$ cat config.mk
export PLATFORM = sky130hd
export DESIGN_NAME = snn_step_sequencer
export DESIGN_NICKNAME = d
export VERILOG_FILES = /design/src/rtl/snn_seq_pkg.sv /design/src/rtl/snn_seq_dump.sv /design/src/rtl/snn_step_sequencer.sv
export SDC_FILE = /design/constraint.sdc
export NUM_CORES = 1
export LEC_CHECK = 0
export CORE_AREA = 2 2 214 216
export DETAILED_ROUTE_END_ITERATION = 7
export DIE_AREA = 0 0 216 218
export PLACE_DENSITY = 0.59
export RECOVER_POWER = 25
export SKIP_LAST_GASP = 1
export SYNTH_ARGS = -nofsm -noshare
export SYNTH_HDL_FRONTEND = slang
export SYNTH_SLANG_ARGS = --single-unit
$ cat constraint.sdc
create_clock -name clk -period 2.75 [get_ports clk]
set_clock_uncertainty 0.2 [all_clocks]
set_input_delay 0.825 -clock clk [delete_from_list [all_inputs] [get_ports clk]]
set_output_delay 0.825 -clock clk [all_outputs]
set_load 0.05 [all_outputs]
$ cat src/rtl/snn_seq_pkg.sv
// Shared types and defaults for the SNN timestep sequencer.
// Holds the sequencer state encoding and the spike-row popcount helper.
package snn_seq_pkg;
   localparam int SEQ_F  = 48;
   localparam int SEQ_N  = 96;
   localparam int SEQ_AW = $clog2(SEQ_F * SEQ_N);
   localparam int SEQ_EW = 16;
   localparam int SEQ_CW = $clog2(SEQ_N) + 1;

   typedef enum logic [3:0] {
      S_IDLE, S_FETCH, S_LOAD, S_EVAL, S_EMIT, S_LEARN, S_GAP, S_DUMP, S_FIN
   } seq_state_t;

   function automatic logic [SEQ_CW-1:0] popcount_n(input logic [SEQ_N-1:0] row);
      logic [SEQ_CW-1:0] c;
      c = '0;
      for (int i = 0; i < SEQ_N; i++) c = c + SEQ_CW'(row[i]);
      return c;
   endfunction
endpackage

$ cat src/rtl/snn_seq_dump.sv
// Weight dump: walks readback addresses 0..TOT-1 and turns the 1-cycle-latency
// readback port into a valid/ready stream with no skipped or repeated words.
module snn_seq_dump
   import snn_seq_pkg::*;
#(
   parameter int AW  = SEQ_AW,
   parameter int TOT = SEQ_F * SEQ_N
) (
   input  logic          clk,
   input  logic          rst,
   input  logic          i_go,
   input  logic [15:0]   i_rb_data,
   input  logic          i_w_ready,
   output logic [AW-1:0] o_rb_addr,
   output logic          o_w_valid,
   output logic [AW-1:0] o_w_addr,
   output logic [15:0]   o_w_data,
   output logic          o_fin
);
   logic          r_act;
   logic [AW:0]   r_nxt;
   logic [AW-1:0] r_ra;
   logic          r_rv;
   logic          r_wv;
   logic [AW-1:0] r_waddr;
   logic [15:0]   r_wdata;

   logic          w_free, w_stall, w_more, w_req, w_take, w_fin;
   logic [AW-1:0] w_rb_addr;

   // rb_data always reflects r_ra; on a stall the same address is re-presented
   // so the word waiting on rb_data stays valid until the output frees up.
   assign w_free    = !r_wv || i_w_ready;
   assign w_stall   = r_rv && !w_free;
   assign w_more    = r_act && (r_nxt < (AW+1)'(TOT));
   assign w_req     = !w_stall && w_more;
   assign w_take    = r_rv && w_free;
   assign w_rb_addr = w_stall ? r_ra : (w_req ? r_nxt[AW-1:0] : '0);
   assign w_fin     = r_wv && i_w_ready && (r_waddr == AW'(TOT - 1));

   always_ff @(posedge clk) begin
      if (rst) begin
         r_act   <= 1'b0;
         r_nxt   <= '0;
         r_ra    <= '0;
         r_rv    <= 1'b0;
         r_wv    <= 1'b0;
         r_waddr <= '0;
         r_wdata <= '0;
      end else begin
         if (i_go) begin
            r_act <= 1'b1;
            r_nxt <= '0;
         end else begin
            if (w_req) r_nxt <= r_nxt + 1'b1;
            if (w_fin) r_act <= 1'b0;
         end
         r_rv <= w_stall | w_req;
         r_ra <= w_rb_addr;
         if (w_take) begin
            r_wv    <= 1'b1;
            r_wdata <= i_rb_data;
            r_waddr <= r_ra;
         end else if (i_w_ready) begin
            r_wv <= 1'b0;
         end
      end
   end

   assign o_rb_addr = w_rb_addr;
   assign o_w_valid = r_wv;
   assign o_w_addr  = r_waddr;
   assign o_w_data  = r_wdata;
   assign o_fin     = w_fin;
endmodule

$ cat src/rtl/snn_step_sequencer.sv
// Timestep controller for snn_core: fetch event row, evaluate, emit spikes,
// optional STDP scan and weight dump. SNN_SEQ_SPKCNT_EN adds spike statistics.
module snn_step_sequencer
   import snn_seq_pkg::*;
#(
   parameter int F    = SEQ_F,
   parameter int N    = SEQ_N,
   parameter int AW   = $clog2(F * N),
   parameter int EW   = SEQ_EW,
   parameter int SCAN = F * N
) (
   input  logic          clk,
   input  logic          rst,
   input  logic          start,
   input  logic [EW:0]   cfg_T,
   input  logic          cfg_learn,
   output logic          busy,
   output logic          done,
   output logic          ev_rd_en,
   output logic [EW-1:0] ev_addr,
   input  logic [F-1:0]  ev_rdata,
   output logic [F-1:0]  event_vec,
   input  logic [N-1:0]  spikes_vec,
   output logic          stdp_enable,
   output logic [F-1:0]  stdp_pre_bits,
   output logic [N-1:0]  stdp_post_bits,
   output logic          spk_valid,
   input  logic          spk_ready,
   output logic [N-1:0]  spk_data,
   output logic [EW-1:0] spk_t,
   output logic [AW-1:0] rb_addr,
   input  logic [15:0]   rb_data,
   output logic          w_valid,
   input  logic          w_ready,
   output logic [AW-1:0] w_addr,
   output logic [15:0]   w_data,
`ifdef SNN_SEQ_SPKCNT_EN
   output logic [31:0]   spk_total,
   output logic [$clog2(N):0] spk_max_row,
`endif
   output seq_state_t    dbg_state
);
   localparam int SW = $clog2(SCAN) + 1;

   seq_state_t    r_state, w_next;
   logic [EW:0]   r_t, r_T, w_t_inc;
   logic          r_learn, r_cap;
   logic [F-1:0]  r_event;
   logic [N-1:0]  r_spk;
   logic [EW-1:0] r_spk_t;
   logic [SW-1:0] r_scan;
   logic          w_step_done, w_dump_go, w_dump_fin;
   seq_state_t    w_after;

   assign w_t_inc = r_t + 1'b1;
   assign w_after = (w_t_inc < r_T) ? S_FETCH : (r_learn ? S_DUMP : S_FIN);

   always_comb begin
      w_next      = r_state;
      w_step_done = 1'b0;
      case (r_state)
         S_IDLE:  if (start) w_next = (cfg_T == '0) ? S_FIN : S_FETCH;
         S_FETCH: w_next = S_LOAD;
         S_LOAD:  w_next = S_EVAL;
         S_EVAL:  w_next = S_EMIT;
         S_EMIT: begin
            if (r_cap && spk_ready) begin
               if (r_learn) begin
                  w_next = S_LEARN;
               end else begin
                  w_step_done = 1'b1;
                  w_next      = w_after;
               end
            end
         end
         S_LEARN: if (r_scan == SW'(SCAN - 1)) w_next = S_GAP;
         S_GAP: begin
            w_step_done = 1'b1;
            w_next      = w_after;
         end
         S_DUMP:  if (w_dump_fin) w_next = S_FIN;
         S_FIN:   w_next = S_IDLE;
         default: w_next = S_IDLE;
      endcase
   end

   assign w_dump_go = (w_next == S_DUMP) && (r_state != S_DUMP);

   always_ff @(posedge clk) begin
      if (rst) begin
         r_state <= S_IDLE;
         r_t     <= '0;
         r_T     <= '0;
         r_learn <= 1'b0;
         r_cap   <= 1'b0;
         r_event <= '0;
         r_spk   <= '0;
         r_spk_t <= '0;
         r_scan  <= '0;
      end else begin
         r_state <= w_next;
         if (r_state == S_IDLE && start) begin
            r_T     <= cfg_T;
            r_learn <= cfg_learn;
            r_t     <= '0;
         end
         if (w_step_done) r_t <= w_t_inc;
         if (r_state == S_LOAD) r_event <= ev_rdata;
         // First EMIT cycle: spikes_vec is now two edges past the event_vec update.
         if (r_state == S_EMIT && !r_cap) begin
            r_spk   <= spikes_vec;
            r_spk_t <= r_t[EW-1:0];
            r_cap   <= 1'b1;
         end else if (r_state == S_EMIT && spk_ready) begin
            r_cap <= 1'b0;
         end
         r_scan <= (r_state == S_LEARN) ? r_scan + 1'b1 : '0;
      end
   end

`ifdef SNN_SEQ_SPKCNT_EN
   logic [$clog2(N):0] w_pop;
   logic [31:0]        r_total;
   logic [$clog2(N):0] r_max;
   assign w_pop = popcount_n(spikes_vec);

   always_ff @(posedge clk) begin
      if (rst) begin
         r_total <= '0;
         r_max   <= '0;
      end else if (r_state == S_IDLE && start) begin
         r_total <= '0;
         r_max   <= '0;
      end else if (r_state == S_EMIT && !r_cap) begin
         r_total <= r_total + 32'(w_pop);
         if (w_pop > r_max) r_max <= w_pop;
      end
   end
   assign spk_total   = r_total;
   assign spk_max_row = r_max;
`endif

   snn_seq_dump #(.AW(AW), .TOT(F * N)) u_dump (
      .clk       (clk),
      .rst       (rst),
      .i_go      (w_dump_go),
      .i_rb_data (rb_data),
      .i_w_ready (w_ready),
      .o_rb_addr (rb_addr),
      .o_w_valid (w_valid),
      .o_w_addr  (w_addr),
      .o_w_data  (w_data),
      .o_fin     (w_dump_fin)
   );

   assign busy           = (r_state != S_IDLE);
   assign done           = (r_state == S_FIN);
   assign ev_rd_en       = (r_state == S_FETCH);
   assign ev_addr        = r_t[EW-1:0];
   assign event_vec      = r_event;
   assign stdp_enable    = (r_state == S_LEARN);
   assign stdp_pre_bits  = (r_state == S_LEARN) ? r_event : '0;
   assign stdp_post_bits = (r_state == S_LEARN) ? r_spk : '0;
   assign spk_valid      = (r_state == S_EMIT) && r_cap;
   assign spk_data       = r_spk;
   assign spk_t          = r_spk_t;
   assign dbg_state      = r_state;
endmodule

* After elaboration in Yosys (flattened, before gate mapping)
Index checks and enable logic that the tools add are counted.
Widths: inputs -> output; s select.
** Word-level totals
- Output and inout bits :: 372
- Flip-flop bits (word level) :: 273
** Operators by class
- Equal/unequal tests :: 12
- Reduce and logical (&&, ||, !) cells :: 26
- Bitwise logic cells :: 2
- Order comparisons :: 2
- Multiplexer cells :: 24
- $add $sub $neg :: 3
** Operator list (count)
- $mux 96 :: 1
- $mux 48 :: 1
- $mux 17 :: 2
- $mux 4 :: 8
- $pmux 4 s8 :: 1
- $add 14x1->14 const B :: 2
- $mux 13 :: 2
- $eq 4x3->1 const B :: 5
- $add 17x1->17 const B :: 1
- $logic_not 17->1 :: 1
- $lt 17x17->1 :: 1
- $eq 14x13->1 const B :: 1
- $lt 14x13->1 const B :: 1
- $eq 13x13->1 const B :: 1
- $logic_and 1x1->1 :: 12
- $eq 4x2->1 const B :: 2
- $mux 1 :: 8
- $reduce_bool 2->1 :: 4
- $eq 4x1->1 const B :: 1
- $eq 4x4->1 const B :: 1
- $logic_not 1->1 :: 4
- $logic_not 4->1 :: 1
- $ne 4x3->1 const B :: 1
- $reduce_bool 4->1 :: 1
- 5 further kinds :: 6

* Longest topological paths before layout
Gate-level depths: netlist of run 1.
- Depth after elaboration :: 9
- Depth in mapped cells :: 13
- Mapped depth without buffers :: 12

* By module
A second synthesis of run 1 with hierarchy kept.
** Unflattened totals
- Cell total of the unflattened synthesis :: 1546
- Area total of the unflattened synthesis :: 11846.4 µm²
** Modules (own cells, without submodules)
- snn_step_sequencer :: times used 1, seq. area each 4284.1 µm², area each 9535.4 µm², cells each 1262
- snn_seq_dump :: times used 1, seq. area each 1181.1 µm², area each 2311.0 µm², cells each 284

* Worst setup path before layout of run 1
OpenSTA, ideal clock, no wires.
- Path type :: register to output
- Start point :: register r_state[1] (netlist: dbg_state[1])
- End point :: output port done
- Required time :: 1725 ps
- Stages on the path, launching flop included :: 4
- Arrival time :: 2520 ps
- Buffers on the path :: 2
- Path slack :: -795 ps
- Cell sequence :: dfxtp_1 buf_4 buf_2 nor4b_1
** Between the ends
- Longest elaborated chain between the ends :: 1
** RTL lines
- start: declaration :: RTL line snn_step_sequencer.sv:45 : seq_state_t r_state, w_next;
- start signal: assignment :: RTL line snn_step_sequencer.sv:101 : r_state <= w_next;
- $eq 4x4->1 :: RTL line snn_step_sequencer.sv:157 : assign done = (r_state == S_FIN);
- end: declaration :: RTL line snn_step_sequencer.sv:18 : output logic done,
Every way passes these cells.

* Final worst setup path of run 1
- Start point :: register r_state[0] (netlist: dbg_state[0])
- End point :: output port spk_valid
** Between the ends
- Longest elaborated chain between the ends :: 2
** RTL lines
- $eq 4x3->1 :: RTL line snn_step_sequencer.sv:164 : assign spk_valid = (r_state == S_EMIT) && r_cap;
- $logic_and 1x1->1 :: RTL line snn_step_sequencer.sv:164
- end: declaration :: RTL line snn_step_sequencer.sv:27 : output logic spk_valid,
Every way passes these cells.

==> impl_metrics.json, run 1 <==
{
  "power.internal_mw": 8.35,
  "grt.overflow.total": 0,
  "syn_area_per_cell_um2": 7.70,
  "crit_path_end_kind": "primary output",
  "dr.pass1.iters": 5,
  "drtAntennaViolNets": 0,
  "antenna_found_initial": 4,
  "grt_util_all_layers_pct": 22.6,
  "min_from": "spk_t[4]",
  "power_frac_clock_pct": 37.4,
  "ys_seq_area_share_pct": 46.3,
  "synth_nets": 1736,
  "fin_crit_sh_pct": 109,
  "die_area_um2": 47100,
  "die_h_um": 218,
  "ys_seq_elements": 273,
  "worstHoldEndpoint": "spk_t[4]",
  "clockBufferDepth": 3,
  "cts_buffers": 35,
  "area_growth_pct": 90.7,
  "cellPowerDensity_nw_per_um2": 563,
  "initial_utilization_pct": 26.3,
  "cts_tree": "done",
  "crit_type": "reg2out",
  "finalNetCount": 2330,
  "layout.cells.most_common_list": "450 x nand2_1, 257 x dfxtp_1, 243 x a21oi_1",
  "wl_mm": 56.6,
  "required_ps": 1730,
  "postSynthCellCount": 1534,
  "worstMarginPinSlew_ps": 1520,
  "dpl.hpwl_mm": 40.7,
  "synth_ff_type": "dfxtp_1",
  "drc": 0,
  "final_common_cell": "nand2_1",
  "violations": "max-slew violations, negative setup slack",
  "vias_per_cell": 4.67,
  "core_region_area_um2": 44900,
  "clk_pin_slew_ps": 60,
  "num-fill-cells": 4146,
  "cts_num_sinks": 273,
  "r2r_slack_ps": -200,
  "cts-root-buf": "clkbuf_16",
  "min_period_ps": 3000,
  "hold_depth": 2,
  "postCtsHoldBufs": 0,
  "ys_warn_count": 0,
  "outcome": "finished with violations",
  "drt_iter0_drc": 853,
  "ir_drop_mv": 0.475,
  "synth_edf_count": 0,
  "max_freq_mhz": 334,
  "syn_area_um2": 11800,
  "maxCapViolCount": 0,
  "final_cells": 2753,
  "grt_max_degree": 126,
  "switching_share_pct": 34.1,
  "hold_violations": 0,
  "place.gp.congestion": 0.926,
  "tns_ps": -29190,
  "placedCellCount": 2637,
  "io_buffers": 554,
  "switching_power_mw": 4.33,
  "slew_headroom_pct": -1.41,
  "async_flop_share_pct": 0,
  "grt_pass1_wl_mm": 80.7,
  "power.sequential.fraction_pct": 35.7,
  "ctsHtreeMaxLevel": 2,
  "synth_cell_types": 60,
  "layout-drive-gt1-share_pct": 29.6,
  "final-setup-viol-count": 181,
  "io_pins": 555,
  "rows": 78,
  "cp.arrival_ps": 1970,
  "worstRegToRegCells": 13,
  "p_comb_share_pct": 26.9,
  "die_w_um": 216,
  "vias": 12900,
  "start_kind": "flop",
  "grt_pass1_vias": 12500,
  "crit_path_max_fanout": 11,
  "yosysTopAreaCellShare_pct": 46.3,
  "synth_top_cell_by_area": "dfxtp_1",
  "synth_area_leaders": "dfxtp_1 46%, nand2_1 15%, a21oi_1 10%",
  "post_drt_wl_per_cell_um": 20.6,
  "slew_viol_final": 121,
  "rsz0062_at_grt": "yes",
  "finalWorstSetupSlack_ps": -246,
  "min_path_type": "reg2reg",
  "timing.rr.end": "u_dump.r_nxt[12]",
  "clkLatencyLatePin_ps": 530,
  "crit-reg2reg-launch": "r_t[0]",
  "leakage_nw": 9.51
}
==> layer usage <==
metal,up-vias,share of wire (%),track usage (%)
li1,6185,-,-
met1,6123,38,25.2
met2,442,51,40.1
met3,104,6.5,5.76
met4,6,4.8,11.1
met5,-,0.072,0
==> final cells by class <==
class / count / area (µm²) / share of cell area [%]
repair buffers: 672 / 8300 / 36.8
multi-input cells: 1124 / 6710 / 29.8
flip-flops and latches: 273 / 5500 / 24.4
clock buffers: 50 / 1050 / 4.68
well taps: 600 / 751 / 3.33
clock inverters: 11 / 139 / 0.616
inverters: 22 / 82.6 / 0.367
diodes: 1 / 2.50 / 0.0111
==> metrics by stage <==
| step | power (mW) | hold slack (ps) | util, % | area (µm²) | setup slack, ps |
|---|---|---|---|---|---|
| after global routing | 13.2 | 274 | 50.2 | 22500 | -305 |
| after CTS | 12.7 | 255 | 48.8 | 21900 | -262 |
| after global placement | 7.85 | 241 | 44.4 | 19900 | -553 |
| after floorplan | 6.49 | 232 | - | 12000 | -28.8 |
| after detailed placement | 7.89 | 247 | 44.4 | 19900 | -602 |
| final | 12.7 | 253 | 50.2 | 22500 | -246 |
==> cell families (layout without fill, tap and decap cells) <==
kind of cell	count (synthesis)	in the layout	synth area share, %
simple gates	782	785	30.8
compound gates	281	281	12.5
flops	273	273	46.3
buf+inv	140	755	5.44
xor+xnor	38	38	2.88
fa+ha+maj	19	19	2.01
mux	1	1	0.0847
other cells	0	1	0
==> worst max path at each step <==
stage / startpoint / endpoint / slack [ps] / cells after the start
2_1_floorplan: dbg_state[3] / stdp_post_bits[37] / -30 / 5
3_3_place_gp: w_ready / rb_addr[10] / -550 / 6
3_5_place_dp: w_ready / rb_addr[10] / -600 / 6
4_1_cts: dbg_state[1] / stdp_pre_bits[27] / -260 / 8
5_1_grt: dbg_state[3] / stdp_pre_bits[18] / -300 / 8
6_report: dbg_state[0] / spk_valid / -250 / 4
==> synth_stat cells (all sizes together), types with 2 or more instances <==
cell / number
xor2: 24
o21ai: 13
and4: 6
dfxtp: 273
nand2b: 6
o211ai: 2
or2: 2
nand2: 470
and2: 148
nor2b: 3
nor4b: 2
nor2: 56
nand3: 35
inv: 22
o211a: 2
ha: 19
nor4: 12
o31ai: 2
nor3: 8
clkbuf: 62
nand3b: 2
or3: 4
and3: 10
a211oi: 2
nand4: 14
buf: 56
xnor2: 14
a21oi: 247
a21o: 4
==> power groups by stage <==
stage	Clock (mW)	Combinational, mW	Sequential [mW]
after global routing	5.02	3.62	4.56
after detailed placement	0	3.29	4.60
final	4.75	3.41	4.53
after CTS	4.86	3.33	4.52
after floorplan	0	1.10	5.39
after global placement	0	3.26	4.59
==> critical path: stages, from the launching register on <==
cell and delay (ps):
dfxtp_2 350, clkbuf_1 570, nor2_2 130, and3_4 230, buf_12 150
==> repair_timing <==
| action | CTS | global route |
|---|---|---|
| resized for setup | 310 | 96 |
| setup buffers | 21 | 19 |
| setup endpoints to repair | 312 | 202 |
| gates cloned | 8 | 8 |
| pin swaps | 38 | 56 |
==> registers in the layout, indices dropped and copies added, names as in the netlist, 4 cells and up <==
register	count
dbg_state	4
event_vec	48
r_T	17
r_scan	14
r_t	17
spk_data	96
spk_t	16
u_dump.o_w_addr	13
u_dump.o_w_data	16
u_dump.r_nxt	14
u_dump.r_ra	13
Power figures use the tool's default switching activity.
==> run 2, diff against run 1 <==
--- a/config.mk
+++ b/config.mk
@@ -9,7 +9,7 @@
 export DETAILED_ROUTE_END_ITERATION = 7
 export DIE_AREA = 0 0 216 218
 export PLACE_DENSITY = 0.59
-export RECOVER_POWER = 25
+export RECOVER_POWER = 50
 export SKIP_LAST_GASP = 1
 export SYNTH_ARGS = -nofsm -noshare
 export SYNTH_HDL_FRONTEND = slang
==> run 2 against run 1 <==
Against the previous run:
- the run still ends with max-slew violations, negative setup slack left
- core utilization is essentially flat
- sequential share of layout area about the same
- worst hold slack is essentially flat
- power about the same
- clock power hardly changed
- global-route usage did not move
- final cell count unchanged
==> impl_metrics.json, run 2 (synthesized netlist as in run 1, its figures left out) <==
{
  "outcome": "finished with violations",
  "violations": "max-slew violations, negative setup slack",
  "timing.rr.end": "u_dump.r_nxt[3]",
  "cts_tree": "done",
  "antenna_found_initial": 4,
  "dpl.hpwl_mm": 40.7,
  "r2r_slack_ps": -200,
  "rsz0062_at_grt": "yes",
  "io_pins": 555,
  "die_w_um": 216,
  "finalNetCount": 2330,
  "clk_pin_slew_ps": 60,
  "vias_per_cell": 4.70,
  "min_period_ps": 2980,
  "crit_type": "reg2out",
  "power.internal_mw": 8.35,
  "crit_path_max_fanout": 7,
  "maxCapViolCount": 0,
  "die_h_um": 218,
  "place.gp.congestion": 0.926,
  "min_from": "spk_t[4]",
  "fin_crit_sh_pct": 108,
  "pre_cts_ws_ps": -602,
  "area_growth_pct": 90.6,
  "cts-root-buf": "clkbuf_16",
  "drt_iter0_drc": 863,
  "crit-reg2reg-launch": "r_t[0]",
  "grt.overflow.total": 0,
  "worstHoldEndpoint": "spk_t[4]",
  "power_mw": 12.7,
  "final_common_cell": "nand2_1",
  "layout.cells.most_common_list": "450 x nand2_1, 257 x dfxtp_1, 243 x a21oi_1",
  "layout-drive-gt1-share_pct": 29.5,
  "cellPowerDensity_nw_per_um2": 563,
  "worstRegToRegCells": 13,
  "slew_viol_final": 120,
  "largest_reg_flops": 96,
  "required_ps": 1730,
  "crit_path_end_kind": "primary output",
  "die_area_um2": 47100,
  "rows": 78,
  "max_freq_mhz": 336,
  "hold_violations": 0,
  "hold_depth": 2,
  "finalWorstSetupSlack_ps": -230,
  "switching_share_pct": 34.1,
  "power_frac_clock_pct": 37.4,
  "dr.pass1.iters": 5,
  "power.sequential.fraction_pct": 35.7,
  "min_path_type": "reg2reg",
  "clockBufferDepth": 3,
  "post_drt_wl_per_cell_um": 20.6,
  "core_region_area_um2": 44900,
  "cts_num_sinks": 273,
  "drtAntennaViolNets": 0,
  "cts_buffers": 35,
  "ir_drop_mv": 0.475,
  "vias": 12900,
  "initial_utilization_pct": 26.3,
  "leakage_nw": 9.50,
  "final-setup-viol-count": 181,
  "cp.arrival_ps": 1960,
  "worstMarginPinSlew_ps": 1530,
  "switching_power_mw": 4.32,
  "grt_pass1_wl_mm": 80.7,
  "clkLatencyLatePin_ps": 530,
  "grt_util_all_layers_pct": 22.6,
  "slew_headroom_pct": -1.88,
  "drc": 0,
  "wl_mm": 56.7,
  "grt_max_degree": 126,
  "start_kind": "flop",
  "io_buffers": 554,
  "ctsHtreeMaxLevel": 2,
  "grt_pass1_vias": 12500,
  "p_comb_share_pct": 26.8,
  "fin_util_pct": 50.2
}
-- run 2: changes by cell type in the layout (fill, tap and decap cells not counted), sizes merged --
| cell | change |
|---|---|
| buf | -3 |
| clkbuf | +3 |
-- run 2: metrics by stage --
step	hold slack (ps)	TNS, ps	cell area [µm²]	instances
after global placement	241	-10120	19900	2637
final	253	-29190	22500	2753
after floorplan	232	-1150	12000	1534
after CTS	255	-28300	21900	2726
after detailed placement	247	-11650	19900	2637
after global routing	274	-43440	22500	2753
-- run 2: how the worst max path moves through the flow --
stage,from,to,slack [ps],depth (start not counted)
after CTS,dbg_state[1],stdp_pre_bits[27],-260,8
after detailed placement,w_ready,rb_addr[10],-600,6
after floorplan,dbg_state[3],stdp_post_bits[37],-30,5
after global placement,w_ready,rb_addr[10],-550,6
after global routing,dbg_state[3],stdp_pre_bits[18],-300,8
final,dbg_state[3],stdp_pre_bits[4],-230,8
-- run 2: timing repair --
action / CTS / global route
pin swaps: 38 / 56
buffers inserted: 21 / 19
setup endpoints to repair: 312 / 202
hold buffers: 0 / 0
cloned: 8 / 8
gates resized for setup: 310 / 96
-- run 2: power groups by stage --
stage                     registers (mW)  clock network (mW)  logic, mW
after floorplan                     5.39                   0       1.10
after CTS                           4.52                4.86       3.33
final                               4.53                4.74       3.40
after detailed placement            4.60                   0       3.29
after global placement              4.59                   0       3.26
after global routing                4.56                5.02       3.61
-- run 2: area by class of cell --
cell class              instances  area, µm²
clock buffers                  50       1050
clock inverters                11        139
repair buffers                672       8290
multi-input cells            1124       6710
inverters                      22       82.6
fillers                      4149      22400
flip-flops and latches        273       5500
diodes                          1       2.50
well taps                     600        751
-- run 2: metal layers --
layer  GRT usage (%)  routed length [µm]  up-vias
met5               0                  41        -
met4            11.1                2720        6
met3            5.76                3910      106
met2            40.1               28600      488
met1            25.2               21300     6157
li1                -                   -     6183
-- run 2: critical path, cell delays in order (launching register included) --
cell and delay [ps]:
dfxtp_2 320, nand2b_4 140, nor2_4 140, buf_12 120
buf_16 140, buf_12 130, clkbuf_16 140, and2_4 150
buf_12 130
==> run 3, diff against run 2 <==
--- a/config.mk
+++ b/config.mk
@@ -5,10 +5,10 @@
 export SDC_FILE = /design/constraint.sdc
 export NUM_CORES = 1
 export LEC_CHECK = 0
-export CORE_AREA = 2 2 214 216
+export CORE_AREA = 2 2 216 218
 export DETAILED_ROUTE_END_ITERATION = 7
-export DIE_AREA = 0 0 216 218
-export PLACE_DENSITY = 0.59
+export DIE_AREA = 0 0 218 220
+export PLACE_DENSITY = 0.56
 export RECOVER_POWER = 50
 export SKIP_LAST_GASP = 1
 export SYNTH_ARGS = -nofsm -noshare
==> constraint.sdc (replaced) <==
create_clock -name clk -period 3 [get_ports clk]
set_clock_uncertainty 0.2 [all_clocks]
set_input_delay 0.6 -clock clk [delete_from_list [all_inputs] [get_ports clk]]
set_output_delay 0.6 -clock clk [all_outputs]
set_load 0.05 [all_outputs]
==> run 3 against run 2 <==
Against the previous run:
- the run now ends clean
- first-iteration DRC count down 12%
- wire length decreased by 5.1%
- sequential power decreased by 8.8%
- via count fell by 4.5%
- clock power down 10%
- cell area down 7.4%
- flip-flop and latch count unchanged
- power fell by 10%
==> impl_metrics.json, run 3 (synthesized netlist as in run 1, its figures left out) <==
{
  "grt.overflow.total": 0,
  "worstMarginPinSlew_ps": 1470,
  "cp.arrival_ps": 2070,
  "final_cells": 2689,
  "vias": 12400,
  "rows": 79,
  "cts-root-buf": "clkbuf_16",
  "die_area_um2": 48000,
  "place.gp.congestion": 0.901,
  "clkLatencyLatePin_ps": 540,
  "vias_per_cell": 4.60,
  "grt_pass1_wl_mm": 76.5,
  "largest_reg_flops": 96,
  "io_pins": 555,
  "crit_path_start": "w_ready",
  "outcome": "finished, final reports clean",
  "placedCellCount": 2625,
  "layout.cells.most_common_list": "467 x nand2_1, 325 x clkdlybuf4s50_1, 271 x dfxtp_1",
  "crit_chain": "clkdlybuf4s50_1, nor2b_1, and2_2, nand2_1, o21ai_1, buf_12",
  "die_h_um": 220,
  "fin_crit_sh_pct": 95.8,
  "crit_path_max_incr_delay_ps": 420,
  "min_from": "rst",
  "layout-drive-gt1-share_pct": 14.4,
  "ir_drop_mv": 0.374,
  "slew_viol_final": 0,
  "clk_pin_slew_ps": 60,
  "crit_path_end_kind": "primary output",
  "start_kind": "input pin",
  "wl_mm": 53.8,
  "slew_headroom_pct": 2.17,
  "max_freq_mhz": 348,
  "drt_iter0_drc": 756,
  "hold_depth": 2,
  "area_growth_pct": 76.4,
  "grt_util_all_layers_pct": 21.2,
  "pre_cts_ws_ps": -30.3,
  "die_w_um": 218,
  "cellPowerDensity_nw_per_um2": 545,
  "finalWorstSetupSlack_ps": 127,
  "drc": 0,
  "dr.pass1.iters": 5,
  "postCtsHoldBufs": 0,
  "cts_num_sinks": 273,
  "post_drt_wl_per_cell_um": 20.0,
  "finalNetCount": 2259,
  "min_path_type": "in2reg",
  "core_region_area_um2": 45900,
  "final-setup-viol-count": 0,
  "initial_utilization_pct": 25.8,
  "cts_tree": "done",
  "min_period_ps": 2870,
  "maxCapViolCount": 0,
  "cts_buffers": 34,
  "io_buffers": 554,
  "final_common_cell": "nand2_1",
  "crit_type": "in2out",
  "slowest_stage": "clkdlybuf4s50_1",
  "antenna_found_initial": 9,
  "required_ps": 2200,
  "clockBufferDepth": 3,
  "grt_pass1_vias": 11700,
  "ctsHtreeMaxLevel": 2,
  "leakage_nw": 7.78,
  "dpl.hpwl_mm": 40.8,
  "drtAntennaViolNets": 0,
  "hold_violations": 0,
  "worstRegToRegCells": 13,
  "crit-reg2reg-launch": "r_t[1]",
  "grt_max_degree": 124,
  "crit_path_max_fanout": 14
}
==> run 3: cell types whose count changed in the layout (fill, tap and decap cells not counted), sizes merged <==
| cell | change |
|---|---|
| and2 | -1 |
| and3 | -1 |
| buf | -106 |
| bufinv | +1 |
| clkbuf | -10 |
| clkdlybuf4s50 | +132 |
| clkinv | -2 |
| clkinvlp | +3 |
| diode | +2 |
| dlygate4sd2 | -133 |
| dlygate4sd3 | +66 |
| dlymetal6s2s | -23 |
| inv | +1 |
==> run 3: metrics by stage <==
step / hold slack (ps) / setup TNS (ps) / area (µm²) / util (%) / total power [mW]
floorplan: 232 / 0 / 11800 / - / 5.94
global placement: 242 / 0 / 19600 / 42.7 / 7.16
detailed placement: 247 / -284 / 19600 / 42.7 / 7.18
CTS: 224 / 0 / 20800 / 45.3 / 11.5
global route: 258 / -45.2 / 20800 / 45.4 / 11.9
finish: 247 / 0 / 20800 / 45.4 / 11.4
==> run 3: worst paths after layout <==
kind                                             to  slack [ps]
worst max-delay path                     rb_addr[2]         130
worst min-delay path            u_dump.o_w_addr[12]         250
worst max register to register      u_dump.r_nxt[4]         160
worst min register to register            spk_t[10]         250
==> run 3: layout make-up <==
type / instances / area [µm²]
tap: 607 / 759
inverter: 22 / 82.6
sequential: 273 / 5470
clock buffer: 44 / 960
clock inverter: 14 / 186
timing repair buffer: 604 / 7520
multi-input combinational: 1122 / 5850
antenna: 3 / 7.51
fill: 4419 / 25000
==> run 3: where the power goes <==
group / internal [mW] / total, mW / switching [mW]
logic: 0.982 / 2.97 / 1.99
registers: 3.90 / 4.13 / 0.228
clock network: 2.60 / 4.26 / 1.66
==> run 3: layer usage <==
metal	up-vias	wire, µm	global-route usage, %
li1	6048	-	-
met1	5769	19600	23.1
met2	431	26900	36.9
met3	101	4640	7.09
met4	8	2600	10.2
met5	-	45	0
==> run 3: timing repair <==
item	CTS	global route
resized for setup	4	26
gates cloned	0	1
buffers inserted	0	2
pin swaps	0	8
endpoints found under the setup margin	15	35
==> run 3: worst max-delay path, delay by kind of cell <==
family	cells	cell delay [ps]
and+or+nand+nor	3	670
buffers and inverters	2	600
AOI/OAI and AO/OA	1	190
